--- config.mk ---
export PLATFORM = sky130hd
export DESIGN_NAME = dadda_mul_arbiter_flat
export DESIGN_NICKNAME = d
export VERILOG_FILES = /design/src/rtl/dadda_mul_arbiter_if.sv /design/src/rtl/dadda_mul_arbiter.sv /design/src/flat_wrapper.sv
export SDC_FILE = /design/constraint.sdc
export NUM_CORES = 1
export LEC_CHECK = 0
export ABC_AREA = 1
export CELL_PAD_IN_SITES_DETAIL_PLACEMENT = 1
export CELL_PAD_IN_SITES_GLOBAL_PLACEMENT = 1
export CORE_UTILIZATION = 42
export CTS_CLUSTER_SIZE = 24
export DETAILED_ROUTE_END_ITERATION = 7
export DONT_BUFFER_PORTS = 1
export HOLD_SLACK_MARGIN = 0.02
export PLACE_DENSITY_LB_ADDON = 0.1
export SKIP_CTS_REPAIR_TIMING = 1
export SLEW_MARGIN = 20
export SYNTH_ARGS = -nofsm -noshare
export SYNTH_HDL_FRONTEND = slang
export SYNTH_HIERARCHICAL = 1
export SYNTH_SLANG_ARGS = --single-unit
--- constraint.sdc ---
create_clock -name clk -period 4.2 [get_ports clk]
set_input_delay 0.84 -clock clk [delete_from_list [all_inputs] [get_ports clk]]
set_output_delay 0.84 -clock clk [all_outputs]
set_load 0.02 [all_outputs]
--- src/rtl/dadda_mul_arbiter_if.sv ---
// Request/response bundle between the requesters, the result consumer and the
// shared-multiplier arbiter.
interface dadda_mul_arbiter_if #(
  parameter int unsigned NREQ = 4,
  parameter int unsigned IDW  = 2
);
  logic [NREQ-1:0]   req;
  logic [8*NREQ-1:0] a_in;
  logic [8*NREQ-1:0] b_in;
  logic [NREQ-1:0]   ack;
  logic              busy;
  logic              rsp_valid;
  logic              rsp_ready;
  logic [IDW-1:0]    rsp_id;
  logic [15:0]       rsp_z;

  modport master (
    output req, a_in, b_in, rsp_ready,
    input  ack, busy, rsp_valid, rsp_id, rsp_z
  );

  modport slave (
    input  req, a_in, b_in, rsp_ready,
    output ack, busy, rsp_valid, rsp_id, rsp_z
  );
endinterface

--- src/rtl/dadda_mul_arbiter.sv ---
// Round-robin arbiter sharing one combinational 8x8 Dadda multiplier among
// NREQ requesters, with a registered valid/ready response channel.

// Unsigned 8x8 multiplier: partial-product heights reduced 8-6-4-3-2 by full
// adders, then a final carry-propagate add.
module dadda_mul8 (
  input  logic [7:0]  a,
  input  logic [7:0]  b,
  output logic [15:0] z
);
  localparam int unsigned PW = 16;

  function automatic logic [PW-1:0] sum3(input logic [PW-1:0] x, y, w);
    return x ^ y ^ w;
  endfunction

  function automatic logic [PW-1:0] cry3(input logic [PW-1:0] x, y, w);
    logic [PW-1:0] m;
    m = (x & y) | (x & w) | (y & w);
    return {m[PW-2:0], 1'b0};
  endfunction

  logic [PW-1:0] pp [8];
  logic [PW-1:0] s0, c0, s1, c1, s2, c2, s3, c3, s4, c4, s5, c5;

  always_comb begin
    for (int i = 0; i < 8; i++) begin
      pp[i] = PW'({8'h00, a & {8{b[i]}}}) << i;
    end
  end

  // height 8 -> 6
  assign s0 = sum3(pp[0], pp[1], pp[2]);
  assign c0 = cry3(pp[0], pp[1], pp[2]);
  assign s1 = sum3(pp[3], pp[4], pp[5]);
  assign c1 = cry3(pp[3], pp[4], pp[5]);
  // height 6 -> 4
  assign s2 = sum3(s0, c0, s1);
  assign c2 = cry3(s0, c0, s1);
  assign s3 = sum3(c1, pp[6], pp[7]);
  assign c3 = cry3(c1, pp[6], pp[7]);
  // height 4 -> 3 -> 2
  assign s4 = sum3(s2, c2, s3);
  assign c4 = cry3(s2, c2, s3);
  assign s5 = sum3(s4, c4, c3);
  assign c5 = cry3(s4, c4, c3);

  assign z = s5 + c5;
endmodule

module dadda_mul_arbiter #(
  parameter int unsigned NREQ = 4,
  parameter int unsigned IDW  = 2
) (
  input logic             clk,
  input logic             rst,
  dadda_mul_arbiter_if.slave bus
);
  typedef enum logic [1:0] {IDLE, MUL, RESP} state_t;

  state_t            state, state_d;
  logic [7:0]        op_a, op_b;
  logic [IDW-1:0]    id, last;
  logic [NREQ-1:0]   ack_q;
  logic              busy_q;
  logic              rsp_valid_q;
  logic [IDW-1:0]    rsp_id_q;
  logic [15:0]       rsp_z_q;
  logic [15:0]       prod;

  logic              found, found_hi, found_lo;
  logic [IDW-1:0]    winner, win_hi, win_lo;
  logic [7:0]        sel_a, sel_b;
  logic              grant;

  // Round-robin pick: lowest pending index above last, else lowest overall.
  always_comb begin
    found_hi = 1'b0;
    found_lo = 1'b0;
    win_hi   = '0;
    win_lo   = '0;
    for (int i = int'(NREQ) - 1; i >= 0; i--) begin
      if (bus.req[i]) begin
        if (IDW'(i) > last) begin
          found_hi = 1'b1;
          win_hi   = IDW'(i);
        end else begin
          found_lo = 1'b1;
          win_lo   = IDW'(i);
        end
      end
    end
    found  = found_hi | found_lo;
    winner = found_hi ? win_hi : win_lo;
  end

  always_comb begin
    sel_a = '0;
    sel_b = '0;
    for (int i = 0; i < int'(NREQ); i++) begin
      if (IDW'(i) == winner) begin
        sel_a = bus.a_in[8*i +: 8];
        sel_b = bus.b_in[8*i +: 8];
      end
    end
  end

  always_comb begin
    state_d = state;
    grant   = 1'b0;
    case (state)
      IDLE: begin
        if (found) begin
          grant   = 1'b1;
          state_d = MUL;
        end
      end
      MUL:  state_d = RESP;
      RESP: if (bus.rsp_ready) state_d = IDLE;
      default: state_d = IDLE;
    endcase
  end

  always_ff @(posedge clk or posedge rst) begin
    if (rst) state <= IDLE;
    else     state <= state_d;
  end

  // Datapath and registered outputs; the pointer moves only on acceptance.
  always_ff @(posedge clk or posedge rst) begin
    if (rst) begin
      op_a        <= '0;
      op_b        <= '0;
      id          <= '0;
      last        <= IDW'(NREQ - 1);
      ack_q       <= '0;
      busy_q      <= 1'b0;
      rsp_valid_q <= 1'b0;
      rsp_id_q    <= '0;
      rsp_z_q     <= '0;
    end else begin
      busy_q <= (state_d != IDLE);
      ack_q  <= grant ? (NREQ'(1) << winner) : '0;
      if (grant) begin
        op_a <= sel_a;
        op_b <= sel_b;
        id   <= winner;
      end
      if (state == MUL) begin
        rsp_z_q     <= prod;
        rsp_id_q    <= id;
        rsp_valid_q <= 1'b1;
      end
      if (state == RESP && bus.rsp_ready) begin
        rsp_valid_q <= 1'b0;
        last        <= rsp_id_q;
      end
    end
  end

  dadda_mul8 u_mul (
    .a (op_a),
    .b (op_b),
    .z (prod)
  );

  assign bus.ack       = ack_q;
  assign bus.busy      = busy_q;
  assign bus.rsp_valid = rsp_valid_q;
  assign bus.rsp_id    = rsp_id_q;
  assign bus.rsp_z     = rsp_z_q;
endmodule

--- src/flat_wrapper.sv ---
// flat-port wrapper written by rule: the top's interface ports become plain ports
module dadda_mul_arbiter_flat 
#(
  parameter int unsigned NREQ = 4,
  parameter int unsigned IDW  = 2
)
  (clk, rst, bus_req, bus_a_in, bus_b_in, bus_rsp_ready, bus_ack, bus_busy, bus_rsp_valid, bus_rsp_id, bus_rsp_z);
  dadda_mul_arbiter_if #(.NREQ(NREQ), .IDW(IDW)) bus_i ();
  input logic clk;
  input logic rst;
  input wire logic [$bits(bus_i.req)-1:0] bus_req;
  input wire logic [$bits(bus_i.a_in)-1:0] bus_a_in;
  input wire logic [$bits(bus_i.b_in)-1:0] bus_b_in;
  input wire logic [$bits(bus_i.rsp_ready)-1:0] bus_rsp_ready;
  output wire logic [$bits(bus_i.ack)-1:0] bus_ack;
  output wire logic [$bits(bus_i.busy)-1:0] bus_busy;
  output wire logic [$bits(bus_i.rsp_valid)-1:0] bus_rsp_valid;
  output wire logic [$bits(bus_i.rsp_id)-1:0] bus_rsp_id;
  output wire logic [$bits(bus_i.rsp_z)-1:0] bus_rsp_z;
  assign bus_i.req = bus_req;
  assign bus_i.a_in = bus_a_in;
  assign bus_i.b_in = bus_b_in;
  assign bus_i.rsp_ready = bus_rsp_ready;
  assign bus_ack = bus_i.ack;
  assign bus_busy = bus_i.busy;
  assign bus_rsp_valid = bus_i.rsp_valid;
  assign bus_rsp_id = bus_i.rsp_id;
  assign bus_rsp_z = bus_i.rsp_z;
  dadda_mul_arbiter #(.NREQ(NREQ), .IDW(IDW)) u_core (.clk(clk), .rst(rst), .bus(bus_i));
endmodule
# Yosys cells after proc, flatten, opt, wreduce, memory -nomap -nowiden
# Index checks and enable logic that the tools add are counted.
# word_totals
out_inout_bits	24
ff_bits	46
in_bits	71
word_cells	126
# op_classes
n_eq_ne	5
bitwise_logic	51
n_lt_le_gt_ge	4
n_addsub	1
mux	49
n_shift	1
n_reduce_logical	5
# op_table
op	count
8-bit bitwise AND	8
8-bit 2-to-1 mux	8
15-bit OR	4
14-bit by 15-bit bitwise AND with 15-bit output	3
15-bit bitwise AND	3
2-bit 2-to-1 mux	19
14-bit by 15-bit OR with 15-bit output	2
14-bit by 15-bit XOR with 15-bit output	2
11-bit by 13-bit bitwise AND with 13-bit output	2
13-bit OR	2
1-bit 2-to-1 mux	20
16-bit adder	1
15-bit by 16-bit XOR with 16-bit output	1
16-bit XOR	1
13-bit by 15-bit bitwise AND with 15-bit output	1
13-bit by 14-bit bitwise AND with 14-bit output	1
14-bit bitwise AND	1
13-bit by 14-bit XOR with 14-bit output	1
14-bit XOR	1
10-bit by 13-bit bitwise AND with 13-bit output	1
12-bit by 13-bit bitwise AND with 13-bit output	1
11-bit by 13-bit OR with 13-bit output	1
12-bit by 13-bit OR with 13-bit output	1
11-bit by 13-bit XOR with 13-bit output	1
25 further kinds	30

# Logic depth before layout (Yosys ltp)
# depth
depth_word	15
ltp_mapped	19
mapped_depth_nobuf	18

# By module
# The synthesis kept the hierarchy.
# by_module_without_submodules
mod	area_per_inst_um2	instances	seq_area_each_um2	cells_per_inst
dadda_mul_arbiter	2463.6	1	1153.6	300
dadda_mul8	2075.7	1	0.0	310

# Worst setup path after synthesis
# Ideal clock, no wire load.
# synth_path
kind	register to register
startpoint	reg u_core.op_b[3]
endpoint	reg u_core.rsp_z_q[13] (netlist: u_core/bus.rsp_z[13])
arrival_time_ps	3814
period_less_slack_ps	3938
slack_ps	262
path_stages_with_launch	17
cell_sequence	dfrtp_1 clkbuf_1 nand2_1 inv_1 fa_1 inv_1 fa_1 fa_1 inv_1 fa_1 ha_1 or2_2 nand3_1 nand2_1 nand2_1 nand2_1 mux2_2
# synth_via
elab_chain_cells	13
# synth_lines
element	line	source
from (decl)	dadda_mul_arbiter.sv:62	logic [7:0] op_a, op_b;
from (signal assigned)	dadda_mul_arbiter.sv:146	op_b <= sel_b;
8-bit bitwise AND (*)	dadda_mul_arbiter.sv:28	pp[i] = PW'({8'h00, a & {8{b[i]}}}) << i;
11-bit by 12-bit XOR with 12-bit output (tied with other cells)	dadda_mul_arbiter.sv:14	return x ^ y ^ w;
12-bit by 13-bit XOR with 13-bit output or 12-bit by 13-bit OR with 13-bit output (tied branches)	dadda_mul_arbiter.sv:14, dadda_mul_arbiter.sv:19	
10-bit by 13-bit bitwise AND with 13-bit output or 13-bit OR (tied branches)	dadda_mul_arbiter.sv:19	m = (x & y) | (x & w) | (y & w);
11-bit by 13-bit OR with 13-bit output or 14-bit XOR (tied branches)	dadda_mul_arbiter.sv:19, dadda_mul_arbiter.sv:14	
13-bit OR or 14-bit by 15-bit XOR with 15-bit output (tied branches)	dadda_mul_arbiter.sv:19, dadda_mul_arbiter.sv:14	
13-bit by 14-bit bitwise AND with 14-bit output or 13-bit by 15-bit bitwise AND with 15-bit output (tied branches)	dadda_mul_arbiter.sv:19	
14-bit by 15-bit OR with 15-bit output	dadda_mul_arbiter.sv:19	
15-bit OR	dadda_mul_arbiter.sv:19	
15-bit bitwise AND	dadda_mul_arbiter.sv:19	
15-bit OR (2 in a row)	dadda_mul_arbiter.sv:19	
16-bit adder (*)	dadda_mul_arbiter.sv:48	assign z = s5 + c5;
named net u_core.prod[13]	dadda_mul_arbiter.sv:69	logic [15:0] prod;
to (signal assigned)	dadda_mul_arbiter.sv:150	rsp_z_q <= prod;
to (decl)	dadda_mul_arbiter.sv:68	logic [15:0] rsp_z_q;
# The timed path passes the listed nets; every way through them passes the cells marked *.
# A chain may end at the register's enable or synchronous reset.

# Final worst setup path
# Same ends and word-level chain as after synthesis.

==> flow_metrics.env <==
export IMPL_grt_usage_pct=20.7
export IMPL_placed_cell_area_um2=4630
export IMPL_drc=0
export IMPL_initial_core_util_pct=43.6
export IMPL_synthMuxAreaShare_pct=3.97
export IMPL_r2r_end="u_core/bus.rsp_z[13]"
export IMPL_cp_start_kind="flop"
export IMPL_htree_levels=2
export IMPL_portBuffers=0
export IMPL_crit_reg2reg_launch="u_core/op_b[3]"
export IMPL_cp_depth=15
export IMPL_clk_pin_slew_ns=0.09
export IMPL_die_area_um2=11200
export IMPL_setup_worst_path_start="u_core/op_b[3]"
export IMPL_synth_top_family_by_area="simple AND/OR/NAND/NOR gates"
export IMPL_core_area_um2=10400
export IMPL_rsz0062_at_grt="true"
export IMPL_ys_ff_latch=46
export IMPL_cts_root_buffer="clkbuf_8"
export IMPL_fin_hold_ws_ns=0.497
export IMPL_slowest_stage="fa_1"
export IMPL_slowest_delay_ns=0.55
export IMPL_reg2reg_setup_slack_ns=0.15
export IMPL_grt_pass1_vias=3903
export IMPL_dr_pass1_iters=4
export IMPL_crit_fanout=7
export IMPL_hp_class="flop to flop"
export IMPL_final_util_pct=46.3
export IMPL_syn_area_um2=4540
export IMPL_critPathCaptureType="flop"
export IMPL_fin_skew_ns=0.0110
export IMPL_yosysUniqueCellTypes=32
export IMPL_wl_per_cell_um=15.2
export IMPL_ios=95
export IMPL_syn_area_per_cell_um2=7.44
export IMPL_cp_common_cell="fa_1"
export IMPL_fin_area_um2=4820
export IMPL_post_route_min_period_ns=4.05
export IMPL_setup_viol=0
export IMPL_tightest_slew_ns=0.901
export IMPL_cp_data_required_time_ns=4.40
export IMPL_fin_nets=734
export IMPL_finalCritPeriodShare_pct=96.5
export IMPL_yosys_area_share_simple_pct=29.5
export IMPL_worstPathArrival_ns=4.25
export IMPL_die_height_um=106
export IMPL_wl_um=11200
export IMPL_yosysSeqAreaShare_pct=25.4
export IMPL_grt_remaining_overflow=0
export IMPL_grt_pass1_wl_um=18500
export IMPL_drive_above_1_share_pct=12.2
export IMPL_syn_num_nets=745
export IMPL_gp_congestion=0.800
export IMPL_clkLatencyLatePin_ns=0.31
export IMPL_hold_viol=0
export IMPL_synth_warnings=6
export IMPL_syn_inst=610
export IMPL_core_rowCount=37
export IMPL_post_dp_hpwl_um=8820
export IMPL_dp_cells=726
export IMPL_antenna_found_initial=0
export IMPL_critPathTopFamily="adder cells"
export IMPL_drtIter0Drc=95
export IMPL_drv_cap=0
export IMPL_crit_path_end="u_core/bus.rsp_z[13]"
export IMPL_clk_path_buf_depth=2
export IMPL_crit_path_cell_trace="nand2_2 > inv_1 > fa_1 > inv_1 > fa_1 > fa_1 > inv_1 > fa_1 > ha_4 > or2_2 > nand3_1 > nand2_1 > nand2_1 > nand2_1 > mux2_2"
export IMPL_layout_common_cells="191 x nand2_1, 119 x inv_1, 54 x nand3_1, 38 x fa_1, 37 x dfrtp_1"
export IMPL_vias=3679
export IMPL_syn_to_final_growth_pct=6.28
export IMPL_max_freq_mhz=247
export IMPL_grt_max_degree=47
export IMPL_final_cells=736
export IMPL_r2r_cells=15
export IMPL_layout_commonest_cell="nand2_1"
export IMPL_cts_buffers=5
export IMPL_dieWidth_um=106
export IMPL_synth_compound_area_share_pct=3.00
export IMPL_cts_tree="done"
export IMPL_outcome="finished clean"
export IMPL_crit_buf_inv=3
export IMPL_ant_nets=0
export IMPL_clkSinkCount=46
export IMPL_synthXorXnorAreaFrac_pct=0.965
export IMPL_synth_adder_area_share_pct=24.1
export IMPL_slew_violations=0
export IMPL_n_antenna_cell=0
export IMPL_path_class="flop to flop"
export IMPL_viasPerCell=5.00
export IMPL_relSlewSlack_pct=39.8
==> worst min-delay path, cell delays in order, from the launching register on <==
cell	delay, ns
dfrtp_1	0.36
nand2_1	0.05
o21ai_0	0.06
==> per-stage QoR <==
stage | setup WS, ns | TNS (ns)
floorplan | 0.262 | 0
global placement | -0.0222 | -0.0466
detailed placement | -0.0662 | -0.139
CTS | -0.0797 | -0.178
global route | -0.0143 | -0.0240
finish | 0.148 | 0
==> metal layers <==
metal / track usage (%) / part of all wire, % / up-vias
met5: 0 / 0 / -
met4: 4.76 / 0.93 / 0
met1: 26.0 / 43 / 1790
met2: 36.9 / 51 / 78
li1: - / - / 1803
met3: 3.62 / 4.3 / 8
==> cells by family (layout without fill, tap and decap cells) <==
family | after synthesis | after routing
buffers and inverters | 149 | 139
xor gates and xnor gates | 5 | 5
adders and majority gates | 64 | 64
muxes | 16 | 16
AOI/OAI and AO/OA | 22 | 22
DFF | 46 | 46
and+or+nand+nor | 308 | 308
==> cell usage after synthesis <==
library cell  instances  area, um^2
nand3b_1              8        60.1
a21oi_1               4        20.0
mux2_2               16         180
nand3_1              54         270
nand2_1             193         724
o21ai_1               2        10.0
nor2_4                2        22.5
a21oi_2               1        8.76
nor3_1                3        15.0
xor2_1                4        35.0
o21ai_4               1        16.3
a21oi_4               1        16.3
nand4_1               2        12.5
buf_2                 4        20.0
buf_6                 3        33.8
o21ai_0              13        65.1
buf_1                 1        3.75
inv_2                 2        7.51
or2_2                 1        6.26
clkbuf_1             17        63.8
dfstp_2               2        52.6
fa_1                 39         781
dfrtp_1              44        1100
ha_1                 25         313
nand2_4               1        11.3
nand3_2               3        30.0
xnor2_1               1        8.76
nand2_2               6        37.5
nor2_8                1        20.0
inv_1               120         450
buf_4                 2        15.0
nor2_1               34         128
==> flip-flops by register name, summed over array words and instances (netlist names) <==
name,flops
u_core/op_a,8
u_core/op_b,8
u_core/bus.busy,1
u_core/state,2
u_core/bus.rsp_z,16
u_core/bus.rsp_id,2
u_core/last,2
u_core/id,2
u_core/bus.rsp_valid,1
u_core/bus.ack,4
==> how the worst min path moves through the flow <==
stage / slack (ns) / startpoint / end / cells after the start
3_5_place_dp: 0.48 / u_core/id[1] / u_core/id[1] / 2
6_report: 0.50 / u_core/id[1] / u_core/id[1] / 2
3_3_place_gp: 0.47 / u_core/id[0] / u_core/id[0] / 2
5_1_grt: 0.52 / u_core/id[1] / u_core/id[1] / 2
2_1_floorplan: 0.45 / u_core/op_a[0] / u_core/op_a[0] / 2
4_1_cts: 0.50 / u_core/id[1] / u_core/id[1] / 2
==> final cells by class <==
type	count	area, um^2
timing repair buffer	9	67.6
clock buffer	7	96.3
clock inverter	1	8.76
multi-input combinational	415	2860
tap	136	170
fill	1357	5590
sequential	46	1160
inverter	122	459
Power is not shown: default switching activity piles up to over one toggle a cycle in this logic, so the estimate is an artifact.
